--- config.mk ---
export PLATFORM = sky130hd
export DESIGN_NAME = pc_next_unit
export DESIGN_NICKNAME = d
export VERILOG_FILES = /design/src/rtl/pc_next_unit.sv
export SDC_FILE = /design/constraint.sdc
export NUM_CORES = 1
export LEC_CHECK = 0
export CAP_MARGIN = 20
export CORE_MARGIN = 8
export CORE_UTILIZATION = 65
export DETAILED_ROUTE_END_ITERATION = 8
export DONT_BUFFER_PORTS = 1
export MAX_ROUTING_LAYER = met4
export PLACE_DENSITY_LB_ADDON = 0.1
export REMOVE_ABC_BUFFERS = 1
export SYNTH_ARGS = -nofsm -noshare
export SYNTH_HDL_FRONTEND = slang
export SYNTH_SLANG_ARGS = --single-unit
export TNS_END_PERCENT = 10
--- constraint.sdc ---
create_clock -name clk -period 5 [get_ports clk]
set_clock_uncertainty 0.05 [all_clocks]
set_input_delay 0.75 -clock clk [delete_from_list [all_inputs] [get_ports clk]]
set_output_delay 0.75 -clock clk [all_outputs]
set_load 0.1 [all_outputs]
--- src/rtl/pc_next_unit.sv ---
// Fetch-side program counter and next-PC selector.
// Combines D-stage branch/jump decode, comparator codes and CP0 redirects
// into the next F-stage PC, and flags fetch address errors and delay slots.

`ifndef CMP_EQ
`define CMP_EQ  2'd0
`define CMP_GT  2'd1
`define CMP_LT  2'd2
`endif
`ifndef ZERO_EQ
`define ZERO_EQ 2'd0
`define ZERO_GT 2'd1
`define ZERO_LT 2'd2
`endif

module pc_next_unit #(
   parameter logic [31:0] RESET_PC = 32'h0000_3000,
   parameter logic [31:0] EXC_PC   = 32'h0000_4180,
   parameter logic [31:0] IM_LO    = 32'h0000_3000,
   parameter logic [31:0] IM_HI    = 32'h0000_6ffc
) (
   input  logic        clk,
   input  logic        reset,
   input  logic        stall,
   input  logic [31:0] d_pc,
   input  logic [2:0]  br_op,
   input  logic [1:0]  cmp,
   input  logic [1:0]  zero,
   input  logic [15:0] imm16,
   input  logic [1:0]  j_op,
   input  logic [25:0] instr_index,
   input  logic [31:0] jr_target,
   input  logic        exc_req,
   input  logic        eret,
   input  logic [31:0] epc,
   output logic [31:0] pc,
   output logic [31:0] link_addr,
   output logic        br_taken,
   output logic        f_bd,
   output logic        adel_f
);

   logic [31:0] pc_q;
   logic [31:0] pc_d;
   logic [31:0] d_pc_plus4;
   logic [31:0] br_target;
   logic [31:0] j_target;
   logic        is_branch;
   logic        is_jump;

   assign d_pc_plus4 = d_pc + 32'd4;
   assign link_addr  = d_pc + 32'd8;
   assign br_target  = d_pc_plus4 + {{14{imm16[15]}}, imm16, 2'b00};
   assign j_target   = {d_pc_plus4[31:28], instr_index, 2'b00};
   assign pc         = pc_q;

   // Branch condition from the comparator codes; reserved encodings never take.
   always_comb begin
      br_taken = 1'b0;
      case (br_op)
         3'd1:    br_taken = (cmp == `CMP_EQ);
         3'd2:    br_taken = (cmp != `CMP_EQ);
         3'd3:    br_taken = (zero == `ZERO_EQ) || (zero == `ZERO_LT);
         3'd4:    br_taken = (zero == `ZERO_GT);
         3'd5:    br_taken = (zero == `ZERO_LT);
         3'd6:    br_taken = (zero == `ZERO_EQ) || (zero == `ZERO_GT);
         default: br_taken = 1'b0;
      endcase
   end

   // Delay-slot flag: any non-reserved branch or jump currently in D.
   always_comb begin
      is_branch = (br_op != 3'd0) && (br_op != 3'd7);
      is_jump   = (j_op == 2'd1) || (j_op == 2'd2);
      f_bd      = is_branch || is_jump;
   end

   // Fetch address error on misalignment or out-of-range instruction memory.
   always_comb begin
      adel_f = (pc_q[1:0] != 2'b00) || (pc_q < IM_LO) || (pc_q > IM_HI);
   end

   // Next-PC priority: CP0 redirects bypass stall, then jumps, branch, sequential.
   always_comb begin
      pc_d = pc_q + 32'd4;
      if (exc_req) begin
         pc_d = EXC_PC;
      end else if (eret) begin
         pc_d = epc;
      end else if (stall) begin
         pc_d = pc_q;
      end else if (j_op == 2'd1) begin
         pc_d = j_target;
      end else if (j_op == 2'd2) begin
         pc_d = jr_target;
      end else if (br_taken) begin
         pc_d = br_target;
      end
   end

   // PC register with synchronous active-low reset.
   always_ff @(posedge clk) begin
      if (!reset) begin
         pc_q <= RESET_PC;
      end else begin
         pc_q <= pc_d;
      end
   end

endmodule

==> metrics.yaml, run 1 <==
outcome:
  status: "finished clean"
worst_setup_path:
  worst_setup_path_startpoint: "d_pc[3]"
  ff2ff_path_depth: 7
  critical_path.max_stage_delay_ns: 0.39
  worstReg2RegEnd: "pc[30]"
  worstReg2RegStart: "pc[22]"
  crit_family: "simple AND/OR/NAND/NOR gates"
  worst-r2r-setup-slack_ns: 1.96
  critical_path_arrival_ns: 4.57
  critPathBufInv: 0
  worstSetupPathType: "primary input to flip-flop"
  crit_path_frequent_cell: "sky130_fd_sc_hd__o21ai_0"
  worst_ep_required_time_ns: 5.11
  setup.worst_path.start_class: "primary input"
  worst_path_fanout_max: 8
  cpMaxStageDelayCell: "sky130_fd_sc_hd__ha_1"
  worst-path-stages: 18
  critPathCapture: "pc[28]"
  endpoint_kind: "flip-flop"
  path_cells: "ha_1 -> nand2_1 -> nor4_4 -> and2b_2 -> and3_1 -> nand3_2 -> nor2_1 -> nand2_1 -> xnor2_1 -> ha_1 -> a21oi_1 -> o21ai_0 -> a21oi_1 -> o21ai_0 -> a21o_1 -> o311ai_0 -> o21ai_0 -> o2bb2ai_1"
cts:
  clk_transition_reported_paths_ns: 0.08
  tritoncts.num_buffers: 5
  h-tree-depth: 2
  cts_tree: "built"
  clock-root-buffer: "sky130_fd_sc_hd__clkbuf_8"
  cts_resized: 0
  cts.sinks: 32
  cts.path.max_buffers: 2
  clock_insertion_delay_at_the_later_pin_of_the_skew_report_ns: 0.30
  cts_hold_buf: 0
  post_cts.repair.setup_buffers: 0
timing:
  hold_viol: 0
  period_minus_slack_ns: 4.46
  grt_setup_unrepaired: "no"
  max_freq_mhz: 224
  drv_slew: 0
  slew_headroom_pct: 21.4
  timing_worst_slew_pin_value_ns: 1.18
  fin_setup_tns_ns: 0
  fin_crit_sh_pct: 89.2
  finalSetupViolCount: 0
  fin_hold_ws_ns: 0.488
layout:
  post_route_cells_drive_above_1_share_pct: 13.1
  largest_register_ffs: 32
  multi_input_comb_area_sq_mm: 0.00478
  seq_area_sq_um: 641
  fillerInstances: 651
  areaGrowthSynthToFinish_pct: 11.6
  finalNetCount: 999
  num_antenna_cells: 0
die:
  core_region_area_sq_mm: 0.00822
  chipHeight_microns: 108
  start_util_pct: 66.9
  core.rowCount: 33
  die_width_microns: 108
  die_area_sq_mm: 0.0117
  floorplan.io_pins: 219
logic_synthesis:
  synth_sequential_area_ratio_pct: 11.7
  yosys_warnings: 0
  syn-instance-count: 802
  yosys.area.top_type_share_pct: 11.7
  yosysMostFrequentCell: "sky130_fd_sc_hd__nand2_1"
  yosys-top-cells-count: "sky130_fd_sc_hd__nand2_1 (89), sky130_fd_sc_hd__nor2_1 (80), sky130_fd_sc_hd__a21oi_1 (69), sky130_fd_sc_hd__xnor2_1 (69), sky130_fd_sc_hd__o21ai_0 (51)"
  synth.largest_area_cell: "sky130_fd_sc_hd__dfxtp_1"
  synth_enable_flop_cells: 0
  netlist_top_cells_area: "sky130_fd_sc_hd__dfxtp_1 (12%), sky130_fd_sc_hd__xnor2_1 (11%), sky130_fd_sc_hd__ha_1 (8.2%)"
  post_synth_num_cell_types: 73
  synth_area_sq_mm: 0.00550
  asyncSetResetFlopFracSynth_pct: 0
  total_of_flip_flops_plus_latches_after_synthesis: 32
  post_synth.cell_area_avg_sq_um: 6.86
  synth_top_flop_cell: "sky130_fd_sc_hd__dfxtp_1"
grt:
  gr-total-overflow: 0
  first_pass_grt_wire_length_microns: 31700
  grt_max_degree: 48
  antenna_found_initial: 0
  grt_pass1_vias: 6110
  global_route.usage.total_pct: 34.4
drt:
  route.detailed.wl_per_inst_microns: 22.4
  detail_route.drc_violations: 0
  ant_nets: 0
  drtIter0Drc: 737
  final_routed_wirelength_microns: 20500
  avgViaCountPerCell: 7.00
  first_pass_iters: 7
  routed_via_count: 6415
placement:
  count_of_input_and_output_buffers: 0
  dpl.hpwl_microns: 15900
  place_congestion: 0.973
min_path:
  worst_hold_path_type: "primary input to flip-flop"
power:
  power_density_mw_per_mm2: 210
  total_power_mw: 1.29
  vdd.ir_drop.worst_uv: 133
  total_leakage_power_nw: 2.39
run:
  maxCapViolations: 0
[worst register-to-register path, cell delays in order (launching register included)]
cell and delay, ns:
sky130_fd_sc_hd__dfxtp_1 1.07, sky130_fd_sc_hd__and3_1 0.33, sky130_fd_sc_hd__nand3_1 0.11, sky130_fd_sc_hd__nor3_1 0.45, sky130_fd_sc_hd__nand3_1 0.15, sky130_fd_sc_hd__xor2_1 0.20
sky130_fd_sc_hd__nor3_1 0.07, sky130_fd_sc_hd__or4_1 0.47
[final cells by class]
class | count | area share [%]
inverters | 19 | 1.16
multi-input cells | 701 | 77.9
clock buffers | 6 | 1.18
flip-flops and latches | 32 | 10.4
well taps | 105 | 2.14
clock inverters | 2 | 0.571
repair buffers | 51 | 6.57
[per-stage QoR]
| stage | setup WS, ns | cell area [sq um] | utilization [%] | instances |
|---|---|---|---|---|
| floorplan | 0.293 | 5290 | - | 752 |
| global placement | 0.385 | 6000 | 73.0 | 907 |
| detailed placement | 0.286 | 6000 | 73.0 | 907 |
| CTS | 0.565 | 6110 | 74.3 | 915 |
| global route | 0.165 | 6130 | 74.6 | 916 |
| finish | 0.540 | 6130 | 74.6 | 916 |
[cells by family (layout without fill, tap and decap cells)]
logic type / count (synthesis) / in the layout / share of synthesized area (%)
AND/OR/NAND/NOR: 311 / 311 / 28.0
AO/OA/AOI/OAI: 236 / 236 / 27.5
XOR/XNOR: 109 / 109 / 17.5
buffers and inverters: 69 / 78 / 5.17
adder cells (fa/ha/maj): 37 / 37 / 8.56
flip-flops: 32 / 32 / 11.7
multiplexers: 8 / 8 / 1.68
[worst min path at each step]
stage,startpoint,endpoint,slack (ns),cells after the start
global placement,pc[5],pc[5],0.72,3
detailed placement,pc[5],pc[5],0.76,3
global route,reset,pc[13],0.50,1
floorplan,reset,pc[12],0.78,1
finish,reset,pc[13],0.49,1
CTS,reset,pc[13],0.50,1
[placed cells by master, fill, tap and decap left out, types with 11 or more instances in the layout]
| cell type | netlist | routed |
|---|---|---|
| sky130_fd_sc_hd__a21o_1 | 15 | 15 |
| sky130_fd_sc_hd__nand3_1 | 34 | 34 |
| sky130_fd_sc_hd__xnor2_2 | 1 | 14 |
| sky130_fd_sc_hd__a31oi_1 | 12 | 12 |
| sky130_fd_sc_hd__nand2_1 | 89 | 89 |
| sky130_fd_sc_hd__nand4_1 | 20 | 20 |
| sky130_fd_sc_hd__nor2_1 | 80 | 80 |
| sky130_fd_sc_hd__o21ai_0 | 51 | 50 |
| sky130_fd_sc_hd__ha_1 | 36 | 36 |
| sky130_fd_sc_hd__a21oi_1 | 69 | 69 |
| sky130_fd_sc_hd__xor2_2 | 0 | 14 |
| sky130_fd_sc_hd__dfxtp_1 | 32 | 32 |
| sky130_fd_sc_hd__a211oi_1 | 11 | 11 |
| sky130_fd_sc_hd__inv_1 | 17 | 17 |
| sky130_fd_sc_hd__xnor2_1 | 69 | 56 |
| sky130_fd_sc_hd__o211ai_1 | 11 | 11 |
| sky130_fd_sc_hd__nor2b_1 | 13 | 13 |
| sky130_fd_sc_hd__nor3_1 | 22 | 22 |
| sky130_fd_sc_hd__and3_1 | 11 | 11 |
| sky130_fd_sc_hd__xor2_1 | 39 | 25 |
| sky130_fd_sc_hd__buf_4 | 4 | 50 |
[per-layer routing]
metal / vias to the layer above / GRT usage [%] / wire (microns)
met5: - / - / 0
met4: 0 / 15.2 / 1020
met3: 104 / 8.57 / 2660
met2: 516 / 55.1 / 9290
met1: 2879 / 39.8 / 7560
li1: 2916 / - / -
[where the power goes]
group / internal [mW] / switching [mW]
logic: 0.221 / 0.493
clock network: 0.148 / 0.113
registers: 0.269 / 0.0416
total: 0.638 / 0.648
Note: power is estimated with default switching activity, not from simulation.
==> inputs of run 2 (changes only) <==
- PLACE_DENSITY: default -> 0.81
- PLACE_DENSITY_LB_ADDON: 0.1 -> default
- TNS_END_PERCENT: 10 -> 20
==> run 2 against run 1 <==
  * Sequential cell count is the same
  * Sequential power is essentially flat
  * Non-clock buffer count is the same
  * Critical path depth is the same
  * Maximum frequency grew 0.17%
  * Die area is the same
  * Via count shrank 2.3%
  * Clock-buffer cell count grew 2
  * Register-to-register slack gained 0.13 ns
  * First-iteration DRC count shrank 22%
  * Highest routed layer unchanged
==> metrics.yaml, run 2 (synthesized netlist as in run 1, its figures left out) <==
worst_setup_path:
  worstSetupPathType: "primary input to flip-flop"
  worst-r2r-setup-slack_ns: 2.09
  worst_path_fanout_max: 8
  critical_path_arrival_ns: 4.57
  endpoint_kind: "flip-flop"
  worst_ep_required_time_ns: 5.12
  worstReg2RegEnd: "pc[30]"
  setup.worst_path.start_class: "primary input"
  ff2ff_path_depth: 7
  worstReg2RegStart: "pc[23]"
cts:
  tritoncts.num_buffers: 5
  h-tree-depth: 2
  cts_tree: "built"
  cts.sinks: 32
  post_cts.repair.setup_buffers: 0
  cts.path.max_buffers: 2
  clock_insertion_delay_at_the_later_pin_of_the_skew_report_ns: 0.29
  clk_transition_reported_paths_ns: 0.07
  cts_resized: 0
  cts_hold_buf: 0
  clock-root-buffer: "sky130_fd_sc_hd__clkbuf_8"
timing:
  fin_setup_tns_ns: 0
  drv_slew: 0
  max_freq_mhz: 225
  grt_setup_unrepaired: "no"
  period_minus_slack_ns: 4.45
  fin_crit_sh_pct: 89.0
  hold_viol: 0
  finalSetupViolCount: 0
  slew_headroom_pct: 21.2
  timing_worst_slew_pin_value_ns: 1.18
die:
  die_width_microns: 108
  die_area_sq_mm: 0.0117
  start_util_pct: 66.9
  core_region_area_sq_mm: 0.00822
  chipHeight_microns: 108
  floorplan.io_pins: 219
  core.rowCount: 33
layout:
  post_route_cells_drive_above_1_share_pct: 12.9
  seq_area_sq_um: 641
  multi_input_comb_area_sq_mm: 0.00478
  most_common_library_cell_in_the_layout_ignoring_fill_and_taps: "sky130_fd_sc_hd__nand2_1"
  layout_common_cells: "sky130_fd_sc_hd__nand2_1 (89), sky130_fd_sc_hd__nor2_1 (80), sky130_fd_sc_hd__a21oi_1 (69), sky130_fd_sc_hd__xnor2_1 (56), sky130_fd_sc_hd__buf_4 (51)"
  areaGrowthSynthToFinish_pct: 10.9
  finalNetCount: 999
  largest_register_ffs: 32
  final_core_util_pct: 74.2
  num_antenna_cells: 0
  fillerInstances: 663
grt:
  gr-total-overflow: 0
  first_pass_grt_wire_length_microns: 30300
  global_route.usage.total_pct: 32.7
  grt_pass1_vias: 5990
  antenna_found_initial: 0
  grt_max_degree: 48
drt:
  detail_route.drc_violations: 0
  drtIter0Drc: 572
  route.detailed.wl_per_inst_microns: 21.3
  routed_via_count: 6265
  first_pass_iters: 6
  final_routed_wirelength_microns: 19500
  avgViaCountPerCell: 6.84
  ant_nets: 0
power:
  power_density_mw_per_mm2: 201
  vdd.ir_drop.worst_uv: 169
  total_leakage_power_nw: 2.38
placement:
  count_of_input_and_output_buffers: 0
  dpl.hpwl_microns: 15500
  place_congestion: 0.950
min_path:
  whs_endpoint: "pc[12]"
  worst_hold_path_type: "primary input to flip-flop"
  hold_path_depth: 1
  hold_path_startpoint: "reset"
run:
  maxCapViolations: 0
outcome:
  status: "finished clean"
==> run 2: changes by cell type in the layout (fill, tap and decap cells not counted), sizes merged <==
cell	before	now
clkbuf	6	8
bufinv	1	0
clkinv	2	1
==> run 2: layer usage <==
layer  part of all wire (%)  global-route usage (%)  vias up  wire (microns)
li1                       -                       -     2921               -
met5                      0                       -        -               0
met4                    3.9                    13.3        0             754
met3                     12                    7.56       67            2430
met2                     45                    50.8      435            8750
met1                     39                    40.0     2842            7530
==> run 2: how the worst max path moves through the flow <==
stage	startpoint	end	slack, ns	cells past startpoint
floorplan	d_pc[3]	link_addr[29]	0.29	9
global placement	d_pc[3]	pc[30]	0.41	18
detailed placement	d_pc[3]	pc[30]	0.26	18
CTS	d_pc[3]	pc[30]	0.56	18
global route	d_pc[3]	pc[30]	0.14	19
finish	d_pc[3]	pc[30]	0.55	18
==> run 2: worst max-delay path, cell delays in order <==
cell and delay (ns):
sky130_fd_sc_hd__ha_1 0.26, sky130_fd_sc_hd__nand2_1 0.21, sky130_fd_sc_hd__nor4_4 0.34, sky130_fd_sc_hd__and2b_2 0.22, sky130_fd_sc_hd__and3_1 0.33, sky130_fd_sc_hd__nand3_2 0.15, sky130_fd_sc_hd__nor2_1 0.21, sky130_fd_sc_hd__nand2_1 0.10
sky130_fd_sc_hd__xnor2_1 0.13, sky130_fd_sc_hd__ha_1 0.42, sky130_fd_sc_hd__nand4_1 0.19, sky130_fd_sc_hd__nor2_1 0.22, sky130_fd_sc_hd__nand3_1 0.10, sky130_fd_sc_hd__a21o_1 0.16, sky130_fd_sc_hd__a21oi_1 0.15, sky130_fd_sc_hd__xnor2_1 0.15
sky130_fd_sc_hd__nor3_1 0.06, sky130_fd_sc_hd__or4_1 0.41
==> run 2: area by class of cell <==
cell class              instances  area share [%]
clock buffers                   8            1.48
inverters                      19            1.17
multi-input cells             701            78.4
flip-flops and latches         32            10.5
well taps                     105            2.16
repair buffers                 51            6.28
==> run 2: power by group <==
group	internal (mW)	switching [mW]	total (mW)
logic	0.219	0.485	0.704
clock network	0.112	0.103	0.215
registers	0.269	0.0392	0.309
==> run 2: metrics by stage <==
stage,instances,power (mW),setup slack (ns),hold WS (ns),cell area [sq um]
after CTS,916,1.22,0.558,0.493,6100
after global routing,916,1.29,0.139,0.505,6100
after global placement,908,0.996,0.409,0.725,6010
after floorplan,752,0.861,0.293,0.776,5290
after detailed placement,908,1.01,0.258,0.742,6010
final,916,1.23,0.548,0.493,6100
